## src/rtl/stream_mux_n_if.sv

```systemverilog
// Handshake bundle for stream_mux_n: N_IN producer channels in, one consumer out.
// MUX_PKT_LOCK_EN adds the in_last/out_last end-of-packet signals.
interface stream_mux_n_if #(
  parameter  int WIDTH = 8,
  parameter  int N_IN  = 4,
  localparam int SEL_W = $clog2(N_IN)
);
  logic [N_IN-1:0][WIDTH-1:0] in_data;
  logic [N_IN-1:0]            in_valid;
  logic [N_IN-1:0]            in_ready;
  logic [WIDTH-1:0]           out_data;
  logic [SEL_W-1:0]           out_chan;
  logic                       out_valid;
  logic                       out_ready;
`ifdef MUX_PKT_LOCK_EN
  logic [N_IN-1:0]            in_last;
  logic                       out_last;
`endif

  modport master (
    output in_data, in_valid, out_ready,
`ifdef MUX_PKT_LOCK_EN
    output in_last,
    input  out_last,
`endif
    input  in_ready, out_data, out_chan, out_valid
  );

  modport slave (
    input  in_data, in_valid, out_ready,
`ifdef MUX_PKT_LOCK_EN
    input  in_last,
    output out_last,
`endif
    output in_ready, out_data, out_chan, out_valid
  );
endinterface

```

## src/rtl/stream_mux_n.sv

```systemverilog
// N-input valid/ready stream mux, external-select or round-robin, one output register.
// Define MUX_PKT_LOCK_EN to hold round-robin grants on a channel until in_last.
module stream_mux_n_lane #(
  parameter int LANE  = 0,
  parameter int SEL_W = 2
) (
  input  logic             load,
  input  logic             gnt_vld,
  input  logic [SEL_W-1:0] gnt_idx,
  output logic             ready
);
  assign ready = load && gnt_vld && (gnt_idx == SEL_W'(LANE));
endmodule

module stream_mux_n #(
  parameter  int WIDTH = 8,
  parameter  int N_IN  = 4,
  localparam int SEL_W = $clog2(N_IN)
) (
  input  logic             clk,
  input  logic             rst_n,
  input  logic             mode,
  input  logic [SEL_W-1:0] sel,
  stream_mux_n_if.slave    bus
);
  logic [SEL_W-1:0] last_gnt, gnt_idx, rr_idx, out_chan_q;
  logic [WIDTH-1:0] out_data_q;
  logic             gnt_vld, rr_vld, load, sel_ok, out_valid_q;
  logic [N_IN-1:0]  rdy;
`ifdef MUX_PKT_LOCK_EN
  logic             lock_vld, out_last_q;
  logic [SEL_W-1:0] lock_idx;
`endif

  assign sel_ok = int'(sel) < N_IN;
  // rst_n gating keeps every in_ready low while reset is held.
  assign load   = rst_n && (!out_valid_q || bus.out_ready);

  // Lowest offset from last_gnt+1 wins; scanning downward lets it overwrite.
  always_comb begin
    int c;
    c      = 0;
    rr_vld = 1'b0;
    rr_idx = '0;
    for (int i = N_IN-1; i >= 0; i--) begin
      c = int'(last_gnt) + 1 + i;
      if (c >= N_IN) c = c - N_IN;
      if (bus.in_valid[SEL_W'(c)]) begin
        rr_vld = 1'b1;
        rr_idx = SEL_W'(c);
      end
    end
  end

  always_comb begin
    gnt_vld = 1'b0;
    gnt_idx = sel;
    if (!mode) begin
      gnt_vld = sel_ok && bus.in_valid[sel];
    end
`ifdef MUX_PKT_LOCK_EN
    else if (lock_vld) begin
      gnt_idx = lock_idx;
      gnt_vld = bus.in_valid[lock_idx];
    end
`endif
    else begin
      gnt_idx = rr_idx;
      gnt_vld = rr_vld;
    end
  end

  for (genvar g = 0; g < N_IN; g++) begin : g_lane
    stream_mux_n_lane #(.LANE(g), .SEL_W(SEL_W)) u_lane (
      .load    (load),
      .gnt_vld (gnt_vld),
      .gnt_idx (gnt_idx),
      .ready   (rdy[g])
    );
  end

  assign bus.in_ready  = rdy;
  assign bus.out_data  = out_data_q;
  assign bus.out_chan  = out_chan_q;
  assign bus.out_valid = out_valid_q;

  always_ff @(posedge clk or negedge rst_n) begin
    if (!rst_n) begin
      out_valid_q <= 1'b0;
      out_data_q  <= '0;
      out_chan_q  <= '0;
      last_gnt    <= SEL_W'(N_IN-1);
    end else if (load) begin
      if (gnt_vld) begin
        out_valid_q <= 1'b1;
        out_data_q  <= bus.in_data[gnt_idx];
        out_chan_q  <= gnt_idx;
        if (mode) last_gnt <= gnt_idx;
      end else begin
        out_valid_q <= 1'b0;
      end
    end
  end

`ifdef MUX_PKT_LOCK_EN
  assign bus.out_last = out_last_q;

  always_ff @(posedge clk or negedge rst_n) begin
    if (!rst_n) begin
      lock_vld   <= 1'b0;
      lock_idx   <= '0;
      out_last_q <= 1'b0;
    end else begin
      if (load && gnt_vld) out_last_q <= bus.in_last[gnt_idx];
      // External select bypasses and drops any packet lock.
      if (!mode) begin
        lock_vld <= 1'b0;
      end else if (load && gnt_vld) begin
        lock_vld <= !bus.in_last[gnt_idx];
        lock_idx <= gnt_idx;
      end
    end
  end
`endif
endmodule
```

## src/flat_wrapper.sv

```systemverilog
// flat-port wrapper written by rule: the top's interface ports become plain ports
module stream_mux_n_flat 
#(
  parameter  int WIDTH = 8,
  parameter  int N_IN  = 4,
  localparam int SEL_W = $clog2(N_IN)
)
  (clk, rst_n, mode, sel, bus_in_data, bus_in_valid, bus_out_ready, bus_in_ready, bus_out_data, bus_out_chan, bus_out_valid);
  stream_mux_n_if #(.WIDTH(WIDTH), .N_IN(N_IN)) bus_i ();
  input  logic clk;
  input  logic rst_n;
  input  logic mode;
  input  logic [SEL_W-1:0] sel;
  input wire logic [$bits(bus_i.in_data)-1:0] bus_in_data;
  input wire logic [$bits(bus_i.in_valid)-1:0] bus_in_valid;
  input wire logic [$bits(bus_i.out_ready)-1:0] bus_out_ready;
  output wire logic [$bits(bus_i.in_ready)-1:0] bus_in_ready;
  output wire logic [$bits(bus_i.out_data)-1:0] bus_out_data;
  output wire logic [$bits(bus_i.out_chan)-1:0] bus_out_chan;
  output wire logic [$bits(bus_i.out_valid)-1:0] bus_out_valid;
  assign bus_i.in_data = bus_in_data;
  assign bus_i.in_valid = bus_in_valid;
  assign bus_i.out_ready = bus_out_ready;
  assign bus_in_ready = bus_i.in_ready;
  assign bus_out_data = bus_i.out_data;
  assign bus_out_chan = bus_i.out_chan;
  assign bus_out_valid = bus_i.out_valid;
  stream_mux_n #(.WIDTH(WIDTH), .N_IN(N_IN)) u_core (.clk(clk), .rst_n(rst_n), .mode(mode), .sel(sel), .bus(bus_i));
endmodule
```

## config.mk

```make
export PLATFORM = sky130hd
export DESIGN_NAME = stream_mux_n_flat
export DESIGN_NICKNAME = d
export VERILOG_FILES = /design/src/rtl/stream_mux_n_if.sv /design/src/rtl/stream_mux_n.sv /design/src/flat_wrapper.sv
export SDC_FILE = /design/constraint.sdc
export NUM_CORES = 1
export LEC_CHECK = 0
export ABC_AREA = 1
export CORE_AREA = 5 5 68 70
export CTS_BUF_LIST = sky130_fd_sc_hd__clkbuf_8
export DETAILED_ROUTE_END_ITERATION = 8
export DIE_AREA = 0 0 73 75
export GPL_ROUTABILITY_DRIVEN = 0
export PLACE_DENSITY_LB_ADDON = 0.15
export SYNTH_ARGS = -nofsm -noshare
export SYNTH_HDL_FRONTEND = slang
export SYNTH_HIERARCHICAL = 1
export SYNTH_SLANG_ARGS = --single-unit
export TNS_END_PERCENT = 30
```

## constraint.sdc

```tcl
create_clock -name clk -period 4.6 [get_ports clk]
set_input_delay 1.38 -clock clk [delete_from_list [all_inputs] [get_ports clk]]
set_output_delay 1.38 -clock clk [all_outputs]
set_load 0.05 [all_outputs]
```

==> After elaboration in Yosys (flattened, before gate mapping) <==
Cells that the tools add are included.
{ "totals": {"word_cells": 67, "reg_bits": 13, "input_bits": 42, "output_inout_bits": 15} }
{ "op_classes": {"n_lt_le_gt_ge": 10, "reduce_logical": 11, "n_mux": 31, "addsub": 8, "n_eq_ne": 3} }
{ "ops": {"columns": ["op", "count"], "rows": [
  ["$ge A32 B4 Y1 const B", 3],
  ["$mux W2", 9],
  ["$bmux W8 S2", 1],
  ["$lt A2 B4 Y1 const B", 4],
  ["$mux W1", 15],
  ["$bmux W1 S2", 5],
  ["$add A3 B2 Y4 const B", 2],
  ["$mux W8", 1],
  ["$sub A2 B1 Y2 const B", 4],
  ["$logic_and A1 B1 Y1", 6],
  ["$lt A2 B3 Y1 const B", 2],
  ["$add A3 B1 Y4 const B", 1],
  ["$eq A2 B2 Y1 const B", 2],
  ["$add A2 B1 Y3 const B", 1],
  ["$ge A3 B3 Y1 const B", 1],
  ["$reduce_and A3 Y1", 1],
  ["$eq A2 B1 Y1 const B", 1],
  ["$logic_not A2 Y1", 1],
  ["$reduce_and A2 Y1", 1],
  ["$logic_not A1 Y1", 1],
  ["$logic_or A1 B1 Y1", 1]
]} }

==> Longest topological paths before layout <==
{ "logic_depth": {"word_depth": 14, "depth_mapped": 17, "depth_no_buf": 15} }

==> Modules after synthesis <==
The synthesis kept the hierarchy.
{ "modules_own_cells": {"columns": ["module", "area_each_um2", "seq_area_each_um2", "cells_each", "instances"], "rows": [
  ["stream_mux_n", 1234.9, 327.8, 207, 1],
  ["stream_mux_n_lane (u_core.g_lane[1].u_lane ...)", 17.5, 0.0, 4, 2],
  ["stream_mux_n_lane (u_core.g_lane[0].u_lane)", 21.3, 0.0, 5, 1],
  ["stream_mux_n_lane (u_core.g_lane[3].u_lane)", 11.3, 0.0, 3, 1]
]} }

==> Worst setup path before layout <==
OpenSTA, ideal clock, no wires.
{ "synth_timing": {"path_kind": "input-to-output", "start": "input port bus_in_valid[1]", "end": "output port bus_in_ready[3]", "path_slack_ns": 0.188, "path_stages": 13, "arrival_time_ns": 3.032, "n_path_buf": 1, "required_time_ns": 3.220, "path_cell_list": "inv_1 o21ai_1 nand2_1 nand2_2 nand2_2 nand2_1 nand2_2 nand3_4 nand2_4 buf_8 inv_1 nand2_1 nor2_1"} }
{ "synth_between": {"elab_chain_cells": 10, "elab_cells_between_ends": 27, "classes_between": "eq/ne: 1; mux: 24; reduce/logical: 2"} }
{ "synth_rtl": {"columns": ["item", "line", "text"], "rows": [
  ["start: declaration", "flat_wrapper.sv:15", "input wire logic [$bits(bus_i.in_valid)-1:0] bus_in_valid;"],
  ["$bmux W1 S2", "stream_mux_n.sv:48", "if (bus.in_valid[SEL_W'(c)]) begin"],
  ["$mux W1 (implied by the code) (2 in a row)", "stream_mux_n.sv:48", null],
  ["$mux W2 (3 in a row)", "stream_mux_n.sv:48", null],
  ["$mux W2 (*)", "stream_mux_n.sv:48", null],
  ["$mux W2 (*)", "stream_mux_n.sv:58", "if (!mode) begin"],
  ["net u_core.gnt_idx[0]", "stream_mux_n.sv:26", "logic [SEL_W-1:0] last_gnt, gnt_idx, rr_idx, out_chan_q;"],
  ["$eq A2 B2 Y1 (*)", "stream_mux_n.sv:12", "assign ready = load && gnt_vld && (gnt_idx == SEL_W'(LANE));"],
  ["$logic_and A1 B1 Y1 (*)", "stream_mux_n.sv:12", null],
  ["end: declaration", "flat_wrapper.sv:17", "output wire logic [$bits(bus_i.in_ready)-1:0] bus_in_ready;"]
]} }
The timed path passes the listed nets; every way through them passes the cells marked *. The select of a mux whose other input is x is not followed.

==> Worst setup path after layout <==
{ "layout_timing": {"start": "input port bus_in_valid[0]", "end": "output port bus_in_ready[0]"} }
{ "layout_between": {"elab_chain_cells": 10, "elab_cells_between_ends": 27, "classes_between": "mux: 24; reduce/logical: 3"} }
{ "layout_rtl": {"columns": ["item", "line"], "rows": [
  ["$bmux W1 S2", "stream_mux_n.sv:48"],
  ["$mux W1 (implied by the code) (2 in a row)", "stream_mux_n.sv:48"],
  ["$mux W2 (3 in a row)", "stream_mux_n.sv:48"],
  ["$mux W2 (*)", "stream_mux_n.sv:48"],
  ["$mux W2 (*)", "stream_mux_n.sv:58"],
  ["net u_core.gnt_idx[0]", "stream_mux_n.sv:26"],
  ["$logic_not A2 Y1 (*)", "stream_mux_n.sv:12"],
  ["$logic_and A1 B1 Y1 (*)", "stream_mux_n.sv:12"]
]} }
Marked as above.

==> run_results.csv <==
group,metric,value,unit
status,outcome,"finished, final reports clean",
grt,grt_usage,13.4,%
worst_setup_path,reg2reg_slack,2.22,ns
layout,drive_gt1_share,15.5,%
clock_network,htreeDepth,1,
worst_setup_path,worstPathRequired,3.22,ns
min_path,hold-path-endpoint,"u_core/bus.out_data[2]",
power_and_ir_drop,p_seq_share,19.1,%
synth,yosys_warnings,6,
routing,via_count,1466,
synth,netlist_instances,223,
worst_setup_path,r2r-end,"u_core/bus.out_data[0]",
timing,whs,0.483,ns
routing,wire_per_inst,10.7,um
worst_setup_path,r2r_start,"u_core/last_gnt[0]",
synth,netlist_area,1300,sq um
worst_setup_path,crit_type,"in2out",
power_and_ir_drop,total_leakage_power,0.00110,uW
synth,yosysTopAreaCell,"nand2_1",
power_and_ir_drop,power_frac_comb,72.4,%
routing,via_per_inst,4.39,
power_and_ir_drop,p_per_area,568,nW/um^2
grt,grt_max_degree,18,
timing,drv_slew,0,
place,dp.cells,330,
grt,antenna_found_initial,0,
layout,fin_nets,327,
timing,min_period,4.42,ns
synth,synth_edf_count,0,
power_and_ir_drop,p_clk_share,8.5,%
floorplanning,rows,23,
layout,syn2layout_area_growth,54.8,%
timing,setup_viol,0,
clock_network,cts-buffers-inserted,3,
power_and_ir_drop,power.switching,612,uW
clock_network,clkSinkCount,13,
clock_network,clk_path_buf_depth,2,
timing,fin_ws,0.176,ns
floorplanning,die_y,75,um
power_and_ir_drop,internal_power,534,uW
place,portBuffers,56,
routing,drtAntennaViolNets,0,
power_and_ir_drop,p_sw_share,53.4,%
synth,synth_area_leaders,"nand2_1 (23%), dfrtp_1 (21%), nand3_1 (14%)",
timing,slew_headroom,66.7,%
layout,num_antenna_cells,0,
synth,synth_top_cell_area_share,22.8,%
synth,synthDistinctLibCells,24,
layout,postLayoutCellArea,2020,sq um
synth,synthArstFlopShare,100,%
min_path,whs_path_depth,2,
routing,firstDrtPassIters,4,
clock_network,cts_hold_buffers,0,
min_path,min_from,"u_core/bus.out_data[2]",
floorplanning,num_io_pins,57,
floorplanning,fp.dieArea,5480,sq um
floorplanning,die_x,73,um
timing,worst_pin_slew,0.497,ns
synth,yosysSeqAreaShare,25.2,%
grt,grt_pass1_vias,1374,
worst_setup_path,cp_max_fo,5,
synth,yosys_register_bits,13,
routing,drt_wl_total,3580,um
power_and_ir_drop,vdd_ir_drop_max,0.320,mV
clock_network,cts_root_buffer,"clkbuf_8",
min_path,hp-class,"reg2reg",
power_and_ir_drop,finalPower,1150,uW
synth,synth_most_common_cell,"nand2_1",
timing,max_freq,226,MHz
clock_network,clock_latency,0.24,ns
synth,ys_top_cells_by_count,"nand2_1 (79), inv_1 (47), nand3_1 (36)",
layout,layout.cells.non_filler,334,
worst_setup_path,endpoint_kind,"output port",
synth,post_synth.cell_area_avg,5.84,sq um
place,place_area,1970,sq um
floorplanning,start_util,33.3,%
synth,synth_flop_cell,"dfrtp_1",
worst_setup_path,startpoint_type,"input pin",
timing,timing.clock.skew,0.00219,ns
worst_setup_path,worstRegToRegCells,13,
flow_run,maxCapViolations,0,
routing,drt_iter0_drc,46,
clock_network,clkTransAtPathRegs,0.05,ns
synth,synth_nets,265,
grt,grt_pass1_wl,5840,um
grt,grt-ovfl-total,0,
worst_setup_path,crit_arrival,3.04,ns
timing,hold_viol_final,0,
floorplanning,core_area,3910,sq um
place,dp_slack,0.139,ns
clock_network,cts_tree,"yes",
routing,drc,0,
place,dp_hpwl,2930,um
timing,fin_crit_sh,96.2,%
[flip-flops by register name, summed over array words and instances, names as in the netlist]
signal                cells
u_core/bus.out_chan       2
u_core/bus.out_data       8
u_core/bus.out_valid      1
u_core/last_gnt           2
[layout by cell type (no fill, tap or decap), types with 5 or more instances in the layout]
master and count:
buf_4 6, o21ai_0 7, clkdlybuf4s50_1 52, nor2_2 5, nand2_2 14, dfrtp_1 11
nand2_1 79, inv_1 48, nand3_1 36
[worst max path at each step]
stage | from | endpoint | slack [ns] | depth (start not counted)
final | bus_in_valid[0] | bus_in_ready[0] | 0.18 | 16
after floorplan | bus_in_valid[1] | bus_in_ready[3] | 0.19 | 13
after detailed placement | bus_in_valid[3] | bus_in_ready[3] | 0.14 | 13
after global routing | bus_in_valid[1] | bus_in_ready[3] | -0.009 | 14
after global placement | bus_in_valid[0] | bus_in_ready[3] | 0.19 | 14
after CTS | bus_in_valid[3] | bus_in_ready[3] | 0.13 | 13
[cell type report]
| cell class | instances | area [sq um] |
|---|---|---|
| fill | 436 | 1900 |
| clock inverter | 1 | 3.75 |
| multi-input combinational | 153 | 734 |
| clock buffer | 3 | 41.3 |
| timing repair buffer | 62 | 646 |
| tap | 50 | 62.6 |
| inverter | 52 | 200 |
| sequential | 13 | 328 |
[critical path, stage by stage]
cell             delay [ns]
clkdlybuf4s50_1        0.50
inv_1                  0.06
nand2_2                0.06
nand3_1                0.09
nand2_1                0.12
inv_2                  0.04
nand2_2                0.06
nand2_1                0.06
nand2_2                0.07
nand3_4                0.07
nand2_4                0.06
inv_1                  0.07
inv_1                  0.06
nand2_1                0.06
nor2_2                 0.13
buf_12                 0.15
[what timing repair did]
| item | CTS | global route |
|---|---|---|
| setup endpoints to repair | 0 | 1 |
| setup buffers | 0 | 0 |
| gates resized for setup | 0 | 1 |
[cells by family after synthesis]
family          synth area share, %
simple gates                   49.8
buf+inv                        18.6
flops                          25.2
compound gates                 6.44
[per-stage QoR]
step	util (%)	TNS (ns)
final	51.5	0
after global placement	50.3	0
after detailed placement	50.3	0
after floorplan	-	0
after CTS	51.4	0
after global routing	51.5	-0.00917
[metal layers]
layer	wire, um	track usage (%)
met3	257	4.81
met1	1480	14.8
met4	0	0.615
met2	1840	25.8
met5	0	0
[power groups by stage]
| stage | clock network [uW] | registers [uW] | logic (uW) |
|---|---|---|---|
| floorplan | 0 | 358 | 453 |
| global placement | 0 | 222 | 831 |
| detailed placement | 0 | 219 | 837 |
| CTS | 99.8 | 221 | 839 |
| global route | 106 | 228 | 912 |
| finish | 96.9 | 219 | 830 |
Power figures use the tool's default switching activity.
